### src/rtl/periph_bus_bridge.sv
// -----------------------------------------------------------------------------
// periph_bus_bridge
//
// Bridges the core's peripheral data port onto N_SLAVES fixed address windows
// above PERIPHERAL_BASE. Each accepted core request is decoded, then either
// runs one registered valid/ready access to the selected slave or is rejected
// as a decode/alignment error. Every request ends with exactly one d_ready
// pulse. Write data and byte strobes are shifted onto the addressed lanes.
// Reads return the whole doubleword unshifted.
//
// Optional feature (compile-time macro):
//   PBB_TIMEOUT_EN  - abort a slave access after TIMEOUT_CYCLES cycles without
//                     p_ready. The access then completes with bus_err=1.
//
// Ports:
//   clock         in   1            rising-edge clock
//   reset_n       in   1            asynchronous active-low reset
//   d_addr        in   64           core byte address
//   d_wdata       in   64           core store data, right-justified
//   d_store_type  in   3            0 read, 1 byte, 2 half, 3 word, 4 dword
//   d_valid       in   1            core request (sampled only in IDLE)
//   d_rdata       out  64           read doubleword, valid while d_ready=1
//   d_ready       out  1            one-cycle completion pulse
//   p_sel         out  N_SLAVES     one-hot slave select during an access
//   p_valid       out  1            slave request
//   p_write       out  1            1 = write access
//   p_addr        out  SLOT_BITS    in-window offset, doubleword aligned
//   p_wdata       out  64           lane-shifted write data
//   p_wstrb       out  8            byte enables, 0 on reads
//   p_rdata       in   N_SLAVES*64  per-slave read data, slice k = slave k
//   p_ready       in   N_SLAVES     per-slave accept/complete
//   bus_err       out  1            error pulse, coincident with d_ready
// -----------------------------------------------------------------------------
module periph_bus_bridge #(
   parameter logic [63:0] PERIPHERAL_BASE = 64'h2000_0000,
   parameter int unsigned N_SLAVES        = 4,
   parameter int unsigned SLOT_BITS       = 12,
   parameter int unsigned TIMEOUT_CYCLES  = 255
) (
   input  logic                    clock,
   input  logic                    reset_n,
   input  logic [63:0]             d_addr,
   input  logic [63:0]             d_wdata,
   input  logic [2:0]              d_store_type,
   input  logic                    d_valid,
   output logic [63:0]             d_rdata,
   output logic                    d_ready,
   output logic [N_SLAVES-1:0]     p_sel,
   output logic                    p_valid,
   output logic                    p_write,
   output logic [SLOT_BITS-1:0]    p_addr,
   output logic [63:0]             p_wdata,
   output logic [7:0]              p_wstrb,
   input  logic [N_SLAVES*64-1:0]  p_rdata,
   input  logic [N_SLAVES-1:0]     p_ready,
   output logic                    bus_err
);

   typedef enum logic [2:0] {
      ST_NONE  = 3'd0,
      ST_BYTE  = 3'd1,
      ST_HALF  = 3'd2,
      ST_WORD  = 3'd3,
      ST_DWORD = 3'd4
   } mem_store_type_t;

   typedef enum logic [1:0] {
      S_IDLE   = 2'd0,
      S_ACCESS = 2'd1,
      S_RESP   = 2'd2
   } state_t;

   localparam logic [63:0]          WINDOW_SPAN = 64'(N_SLAVES) << SLOT_BITS;
   localparam logic [SLOT_BITS-1:0] OFF_MASK    = ~SLOT_BITS'(7);

   state_t                r_state;
   state_t                w_next;
   logic [N_SLAVES-1:0]   r_sel;
   logic                  r_write;
   logic [SLOT_BITS-1:0]  r_addr;
   logic [63:0]           r_wdata;
   logic [7:0]            r_wstrb;
   logic [63:0]           r_rdata;
   logic                  r_err;

   logic [63:0]           w_off;
   logic [2:0]            w_slot;
   logic [2:0]            w_lane;
   logic                  w_in_range;
   logic                  w_aligned;
   logic                  w_decode_ok;
   logic [7:0]            w_strb;
   logic [N_SLAVES-1:0]   w_sel_dec;
   logic                  w_slave_ready;
   logic [63:0]           w_slv_rdata;
   logic                  w_timeout;

   // ---------------------------------------------------------------- decode
   // Subtraction only wraps when d_addr < BASE, and that case is already
   // excluded by the first term of the range test.
   assign w_off       = d_addr - PERIPHERAL_BASE;
   assign w_slot      = w_off[SLOT_BITS +: 3];
   assign w_lane      = d_addr[2:0];
   assign w_in_range  = (d_addr >= PERIPHERAL_BASE) && (w_off < WINDOW_SPAN);
   assign w_decode_ok = w_in_range && w_aligned;

   // NOTE: every signal written in an always_comb gets a default before any
   // branch; otherwise an unassigned path infers a latch.
   always_comb begin
      w_aligned = 1'b1;
      w_strb    = 8'h00;
      case (mem_store_type_t'(d_store_type))
         ST_NONE:  w_strb = 8'h00;
         ST_BYTE:  w_strb = 8'h01 << w_lane;
         ST_HALF: begin
            w_aligned = (w_lane[0] == 1'b0);
            w_strb    = 8'h03 << w_lane;
         end
         ST_WORD: begin
            w_aligned = (w_lane[1:0] == 2'b00);
            w_strb    = 8'h0F << w_lane;
         end
         ST_DWORD: begin
            w_aligned = (w_lane == 3'b000);
            w_strb    = 8'hFF;
         end
         // Reserved size codes cannot be mapped to lanes; reject them
         // through the error path so that no slave sees them.
         default:  w_aligned = 1'b0;
      endcase
   end

   always_comb begin
      w_sel_dec = '0;
      for (int k = 0; k < int'(N_SLAVES); k++) begin
         if (w_slot == 3'(k)) w_sel_dec[k] = 1'b1;
      end
   end

   // Only the latched slave's ready and read data are considered. Other
   // slaves are masked out by r_sel.
   assign w_slave_ready = |(p_ready & r_sel);

   always_comb begin
      w_slv_rdata = '0;
      for (int k = 0; k < int'(N_SLAVES); k++) begin
         if (r_sel[k]) w_slv_rdata = p_rdata[k*64 +: 64];
      end
   end

   // --------------------------------------------------------------- timeout
`ifdef PBB_TIMEOUT_EN
   localparam int unsigned TO_RAW = $clog2(TIMEOUT_CYCLES + 1);
   localparam int unsigned TO_W   = (TO_RAW < 8) ? 8 : ((TO_RAW > 32) ? 32 : TO_RAW);

   logic [TO_W-1:0] r_to_cnt;

   always_ff @(posedge clock or negedge reset_n) begin
      if (!reset_n) begin
         r_to_cnt <= '0;
      end else if (r_state != S_ACCESS) begin
         r_to_cnt <= '0;
      end else if (!w_slave_ready) begin
         r_to_cnt <= r_to_cnt + TO_W'(1);
      end
   end

   // The count is cleared on entry, so it reads TIMEOUT_CYCLES-1 during the
   // last permitted ACCESS cycle. A p_ready in that cycle still wins because
   // the FSM tests w_slave_ready first.
   assign w_timeout = (r_state == S_ACCESS) && (r_to_cnt == TO_W'(TIMEOUT_CYCLES - 1));
`else
   logic w_unused_timeout;
   assign w_unused_timeout = (TIMEOUT_CYCLES != 0);
   assign w_timeout        = 1'b0;
`endif

   // ------------------------------------------------------------------- FSM
   // NOTE: sequential state uses non-blocking assignments, so every flop
   // samples values from before the clock edge regardless of statement order.
   always_ff @(posedge clock or negedge reset_n) begin
      if (!reset_n) r_state <= S_IDLE;
      else          r_state <= w_next;
   end

   always_comb begin
      w_next = r_state;
      case (r_state)
         S_IDLE: begin
            if (d_valid) w_next = w_decode_ok ? S_ACCESS : S_RESP;
         end
         S_ACCESS: begin
            if (w_slave_ready || w_timeout) w_next = S_RESP;
         end
         S_RESP:  w_next = S_IDLE;
         default: w_next = S_IDLE;
      endcase
   end

   // -------------------------------------------------------------- datapath
   always_ff @(posedge clock or negedge reset_n) begin
      if (!reset_n) begin
         r_sel   <= '0;
         r_write <= 1'b0;
         r_addr  <= '0;
         r_wdata <= '0;
         r_wstrb <= '0;
         r_rdata <= '0;
         r_err   <= 1'b0;
      end else begin
         case (r_state)
            S_IDLE: begin
               if (d_valid) begin
                  if (w_decode_ok) begin
                     r_sel   <= w_sel_dec;
                     r_write <= (d_store_type != ST_NONE);
                     r_addr  <= w_off[SLOT_BITS-1:0] & OFF_MASK;
                     r_wdata <= d_wdata << {w_lane, 3'b000};
                     r_wstrb <= w_strb;
                     r_err   <= 1'b0;
                  end else begin
                     r_sel   <= '0;
                     r_rdata <= '1;
                     r_err   <= 1'b1;
                  end
               end
            end
            S_ACCESS: begin
               if (w_slave_ready) begin
                  r_rdata <= r_write ? 64'd0 : w_slv_rdata;
                  r_err   <= 1'b0;
               end else if (w_timeout) begin
                  r_rdata <= '1;
                  r_err   <= 1'b1;
               end
            end
            default: ;
         endcase
      end
   end

   // --------------------------------------------------------------- outputs
   // Slave-facing strobes are qualified by the ACCESS state, so they drop in
   // the same edge that ends the access.
   assign p_valid = (r_state == S_ACCESS);
   assign p_sel   = p_valid ? r_sel : '0;
   assign p_write = p_valid & r_write;
   assign p_addr  = r_addr;
   assign p_wdata = r_wdata;
   assign p_wstrb = r_wstrb;
   assign d_ready = (r_state == S_RESP);
   assign d_rdata = r_rdata;
   assign bus_err = d_ready & r_err;

endmodule

### config.mk
export PLATFORM = sky130hd
export DESIGN_NAME = periph_bus_bridge
export DESIGN_NICKNAME = d
export VERILOG_FILES = /design/src/rtl/periph_bus_bridge.sv
export SDC_FILE = /design/constraint.sdc
export NUM_CORES = 1
export LEC_CHECK = 0
export CORE_AREA = 2 2 216 218
export CTS_BUF_LIST = sky130_fd_sc_hd__clkbuf_8
export CTS_CLUSTER_DIAMETER = 80
export DETAILED_ROUTE_END_ITERATION = 16
export DIE_AREA = 0 0 218 220
export PLACE_DENSITY = 0.55
export SLEW_MARGIN = 20
export SYNTH_ARGS = -nofsm -noshare
export SYNTH_HDL_FRONTEND = slang
export SYNTH_SLANG_ARGS = --single-unit
export TNS_END_PERCENT = 30
### constraint.sdc
create_clock -name clock -period 1.9 [get_ports clock]
set_clock_uncertainty 0.05 [all_clocks]
set_input_delay 0.19 -clock clock [delete_from_list [all_inputs] [get_ports clock]]
set_output_delay 0.19 -clock clock [all_outputs]
set_load 0.05 [all_outputs]
# Word level (Yosys, flattened, before mapping)
# Cells that the tools add are included.
[totals] regBits=153 wordCells=72
[op_classes] n_lt_le_gt_ge=2 n_reduce_logical=16 mux=25 n_bitwise=4 addsub=1 n_eq_ne=12 shift=4
[ops] operator="64-bit two-way mux" count=8
[ops] operator="64-bit one-hot mux with 2 select lines" count=1
[ops] operator="64-bit by 30-bit greater-or-equal comparator with 1-bit output, second input constant" count=1
[ops] operator="64-bit by 15-bit less-than comparator with 1-bit output, second input constant" count=1
[ops] operator="64-bit by 6-bit left shift with 64-bit output" count=1
[ops] operator="64-bit by 30-bit subtractor with 64-bit output, second input constant" count=1
[ops] operator="8-bit one-hot mux with 4 select lines" count=1
[ops] operator="3-bit by 2-bit equality test with 1-bit output, second input constant" count=4
[ops] operator="3-bit zero test" count=3
[ops] operator="4-bit two-way mux" count=2
[ops] operator="1-bit by 3-bit left shift with 8-bit output, first input constant" count=1
[ops] operator="2-bit by 3-bit left shift with 8-bit output, first input constant" count=1
[ops] operator="4-bit by 3-bit left shift with 8-bit output, first input constant" count=1
[ops] operator="1-bit two-way mux" count=7
[ops] operator="3-bit by 1-bit equality test with 1-bit output, second input constant" count=2
[ops] operator="2-bit two-way mux" count=3
[ops] operator="3-bit AND reduction" count=2
[ops] operator="4-bit bitwise AND" count=1
[ops] operator="2-bit zero test" count=2
[ops] operator="2-bit != test, second input constant" count=2
[ops] operator="1-bit one-hot mux with 4 select lines" count=1
[ops] operator="2-bit one-hot mux with 2 select lines" count=1
[ops] operator="2-bit AND reduction" count=2
[ops] operator="4-bit AND reduction" count=1
[ops] operator="other kinds (12)" count=14

# Depth between registers and ports, before layout
[depth] depth_word=7 depth_mapped=14 ltp_nobuf=9

# Worst setup path after synthesis
# OpenSTA, ideal clock, no wires.
[synth_path] path_kind="input port to flip-flop" startpoint="input port d_addr[29]" endpoint="register r_addr[5] (netlist: p_addr[5])" path_buffers=5 setup_slack_ns=-1.165 cell_stages=14 setup_time_ns=0.127 t_required_ns=1.723 arrival_time_ns=2.887 cell_sequence="clkbuf_1 -> inv_1 -> ha_1 -> clkbuf_1 -> xnor2_1 -> nand3_1 -> nor4_1 -> nand4_1 -> or4_1 -> buf_2 -> nor3_4 -> buf_8 -> buf_12 -> mux2_1"
[synth_between] elab_chain_cells=5 word_cells_on_any_way=6 classes_between="1 x add/sub; 2 x order compare; 3 x reduce/logical"
[synth_lines] item="from (decl)" line_no="42" source="input logic [63:0] d_addr,"
[synth_lines] item="64-bit by 30-bit subtractor with 64-bit output" line_no="101" source="assign w_off = d_addr - PERIPHERAL_BASE;"
[synth_lines] item="64-bit by 15-bit less-than comparator with 1-bit output" line_no="104" source="assign w_in_range = (d_addr >= PERIPHERAL_BASE) && (w_off < WINDOW_SPAN);"
[synth_lines] item="1-bit logical AND *" line_no="104"
[synth_lines] item="1-bit logical AND *" line_no="105" source="assign w_decode_ok = w_in_range && w_aligned;"
[synth_lines] item="3-bit AND reduction (no line) *"
[synth_lines] item="to (signal assigned)" line_no="217" source="r_addr <= w_off[SLOT_BITS-1:0] & OFF_MASK;"
[synth_lines] item="to (decl)" line_no="80" source="logic [SLOT_BITS-1:0] r_addr;"
# Every way passes the cells marked *; elsewhere a longest branch is shown, timed or not.
# A chain may end at the register's enable or synchronous reset.

# Worst setup path after layout
[layout_path] startpoint="input port d_addr[53]" endpoint="register r_addr[3] (netlist: p_addr[3])"
# Same word-level chain as after synthesis.

==> results by group <==
Run status
  – Result of the run: finished, violations left
  – Failing checks: negative setup slack

Finish
  – Layout cells sized above 1: 22.0%
  – Syn-to-layout area delta: 75.0%
  – # fillers: 4705
  – Number of nets in the finished design: 2164

CTS
  – Clock tree from TritonCTS: done
  – CTS Buffer Depth: 2
  – Total number of H-tree levels: 4
  – Clock transition time at the flip-flop clock pins of the worst setup and hold paths: 0.10 ns
  – Clock buffer count from CTS: 17
  – Root buffer cell: sky130_fd_sc_hd__clkbuf_8
  – Worst skew pair latency: 0.50 ns
  – Number of sinks handled by clock tree synthesis: 153

STA
  – Post-layout worst setup margin: -0.542 ns
  – Post-layout min period: 2.44 ns
  – Finish-stage setup viols: 154
  – Highest Clock Rate: 409 MHz
  – Number of max-slew violations in the final report: 0
  – Final Hold Viols: 0
  – RSZ-0062 raised after global routing: yes
  – Measured slew at the worst slew-check pin: 0.998 ns
  – Max transition margin: 33.5%
  – Worst hold margin: 0.110 ns
  – Period utilisation layout: 129%

Worst setup path
  – Depth of the worst register-to-register path: 7
  – Signal arrival time at the worst endpoint: 2.80 ns
  – Top fanout value on the critical path: 8
  – Critical Setup Path Class: in2reg
  – Worst Setup End Kind: flop
  – Critical Path RT: 2.26 ns
  – Largest stage delay on the critical path: 0.40 ns
  – Standard cell with the maximum stage delay on the critical path: sky130_fd_sc_hd__or3_4
  – Cells traversed along the worst timing path: dlygate4sd2_1, nor3_1, buf_4, nand3b_1, buf_4, nor4_1, xor2_1, or3_4, nor3_4, buf_12, buf_16, buf_12, mux2_4
  – Startpoint class of the critical path: input port

Route
  – DRC violation count after routing: 0
  – Total detailed-routing wirelength: 48900 µm
  – Iteration-0 DRC count of the detailed router: 750
  – Mean number of vias per cell: 4.80
  – Average wire per standard cell: 20.4 µm
  – Count of antenna-violating nets left after detailed routing: 0
  – Length of the first detailed-routing pass in iterations: 7
  – Total number of vias: 11.5k

Yosys
  – Number of distinct library cells after synthesis: 58
  – Prevailing post-synth register cell: sky130_fd_sc_hd__dfrtp_1
  – Ranking of synthesized cells by instance count: sky130_fd_sc_hd__dfrtp_1 (153), sky130_fd_sc_hd__nand2_1 (116), sky130_fd_sc_hd__nor2_1 (111)
  – Number of enable-type register cells in the synthesized netlist: 0
  – Average cell area after synthesis: 9.15 µm²
  – Post-synthesis instance area: 0.0104 mm²
  – Cell with the most instances after synthesis: sky130_fd_sc_hd__dfrtp_1
  – Number of cells produced by synthesis: 1141
  – Cell taking the most area after synthesis: sky130_fd_sc_hd__dfrtp_1
  – Warnings, synthesis: 0
  – Number of register bits inferred by synthesis: 153
  – Top cell type's share of synthesized area: 36.7%
  – Proportion of register bits with asynchronous set or reset after synthesis: 100%
  – Part of the Yosys area used for sequential elements: 36.7%
  – Biggest area contributors in the synthesized netlist: sky130_fd_sc_hd__dfrtp_1 (37%), sky130_fd_sc_hd__mux2_4 (7.8%), sky130_fd_sc_hd__a221o_1 (6.1%), sky130_fd_sc_hd__mux2i_1 (5.8%), sky130_fd_sc_hd__o21ai_0 (5.0%)

Power
  – Net switching share of the total power: 29.2%
  – Clock group share of total power: 34.3%
  – Relative contribution of sequential cells to total power: 42.2%
  – Total Power: 7730 µW
  – Peak supply drop: 0.315 mV
  – Internal Power: 5470 µW
  – Fraction of power consumed by combinational cells: 23.5%
  – Switching Power: 2260 µW
  – Power density cells: 423 mW/mm²
  – Leakage component of the power: 0.00754 µW

Die
  – Starting Density: 22.8%
  – Core outline area: 0.0459 mm²
  – Die span in y: 220 µm
  – Die ar.: 0.0480 mm²
  – Std-Cell Rows: 79
  – Top-Level Pins: 550
  – Die outline width: 218 µm

Global routing
  – Global router's overall resource usage: 19.7%
  – Global route total overflow: 0
  – Pin count of the biggest net entering global routing: 109
  – First-pass GRT wire length: 70800 µm
  – Number of global-route vias before repair: 11.4k
  – Number of antenna violations at the first check in global routing: 8

Job
  – Max-Cap Viols: 0

Placed design
  – Buffers added on ports: 546
  – Detailed Place HPWL: 38200 µm
  – Final weighted congestion of routability-driven global placement: 0.910

Min path
  – Worst min path class: in2async
[worst max-delay path, delay by kind of cell]
family / cells / cell delay (ns)
muxes: 1 / 0.30
and+or+nand+nor: 5 / 1.16
xor gates and xnor gates: 1 / 0.12
buffers and inverters: 6 / 1.01
[flip-flops by register name, indices dropped and copies added (netlist names)]
register,cells
r_write,1
p_wdata,64
p_wstrb,8
d_rdata,64
r_err,1
r_sel,4
p_addr,9
r_state,2
[final timing paths]
| kind | startpoint | end | slack [ns] |
|---|---|---|---|
| max | d_addr[53] | p_addr[3] | -0.54 |
| max reg2reg | r_sel[0] | d_rdata[48] | -0.18 |
| min reg2reg | r_err | r_err | 0.45 |
| min in group clock | d_addr[5] | p_addr[5] | 0.24 |
| max in group asynchronous | reset_n | d_rdata[43] | 1.07 |
| min | reset_n | p_wdata[41] | 0.11 |
[cell usage in the layout (no fill, tap or decap), types with 10 or more instances in the layout]
cell	n
sky130_fd_sc_hd__nand2_1	115
sky130_fd_sc_hd__dfrtp_1	150
sky130_fd_sc_hd__nor2b_1	16
sky130_fd_sc_hd__mux2_2	15
sky130_fd_sc_hd__buf_2	11
sky130_fd_sc_hd__a211oi_1	14
sky130_fd_sc_hd__nand2b_1	10
sky130_fd_sc_hd__a22oi_1	67
sky130_fd_sc_hd__inv_1	18
sky130_fd_sc_hd__o22ai_1	13
sky130_fd_sc_hd__o21ai_0	102
sky130_fd_sc_hd__dlygate4sd2_1	141
sky130_fd_sc_hd__clkdlybuf4s50_1	348
sky130_fd_sc_hd__mux2i_1	59
sky130_fd_sc_hd__clkbuf_8	18
sky130_fd_sc_hd__buf_6	17
sky130_fd_sc_hd__buf_12	25
sky130_fd_sc_hd__a21oi_1	85
sky130_fd_sc_hd__mux2_4	70
sky130_fd_sc_hd__nand3b_1	12
sky130_fd_sc_hd__nor2_1	109
sky130_fd_sc_hd__buf_4	160
sky130_fd_sc_hd__a221o_1	64
[power by group through the flow]
| stage | Sequential (µW) | Combinational, µW | Clock (µW) |
|---|---|---|---|
| after floorplan | 3320 | 510 | 0 |
| after global placement | 3320 | 1760 | 0 |
| after detailed placement | 3320 | 1760 | 0 |
| after CTS | 3260 | 1820 | 2770 |
| after global routing | 3260 | 1940 | 2900 |
| final | 3260 | 1810 | 2650 |
[metal layers]
metal / GRT usage [%] / up-vias / part of all wire [%]
met4: 8.66 / 4 / 3.4
li1: - / 5487 / -
met3: 5.13 / 70 / 7.4
met1: 24.2 / 5453 / 42
met2: 32.5 / 464 / 48
met5: 0 / - / 0.047
[logic make-up after synthesis]
logic type      Yosys count  synth area share (%)
compound gates          371                  23.6
flops                   153                  36.7
buf+inv                 133                  6.52
fa+ha+maj                 2                 0.216
mux                     148                  17.5
simple gates            330                  15.1
other cells               1                0.0359
xor+xnor                  3                 0.252
[through the flow]
stage                     instances  area [µm²]  setup TNS (ns)  util (%)  worst slack, ns
after floorplan                1143       10500         -126.63         -           -0.904
after global placement         2337       17500         -247.17      38.1            -1.67
after detailed placement       2337       17500         -246.02      38.1            -1.67
after CTS                      2389       18200          -64.59      39.7           -0.493
after global routing           2393       18300          -90.88      39.8           -0.650
final                          2393       18300          -73.09      39.8           -0.542
[cell type report]
class | count | area, µm² | area share [%]
clock buffer | 18 | 248 | 1.36
multi-input combinational | 857 | 6210 | 34.0
antenna | 4 | 10.0 | 0.0548
sequential | 153 | 3840 | 21.0
clock inverter | 14 | 153 | 0.836
timing repair buffer | 720 | 6970 | 38.2
tap | 607 | 759 | 4.16
inverter | 20 | 75.1 | 0.411
[repair_timing]
item	in CTS	in global routing
gates cloned	3	0
setup buffers	16	0
resized for setup	298	9
hold endpoints to repair	153	0
pin swaps	30	11
hold buffers	1	0
setup endpoints to repair	276	159
Power figures use the tool's default switching activity.
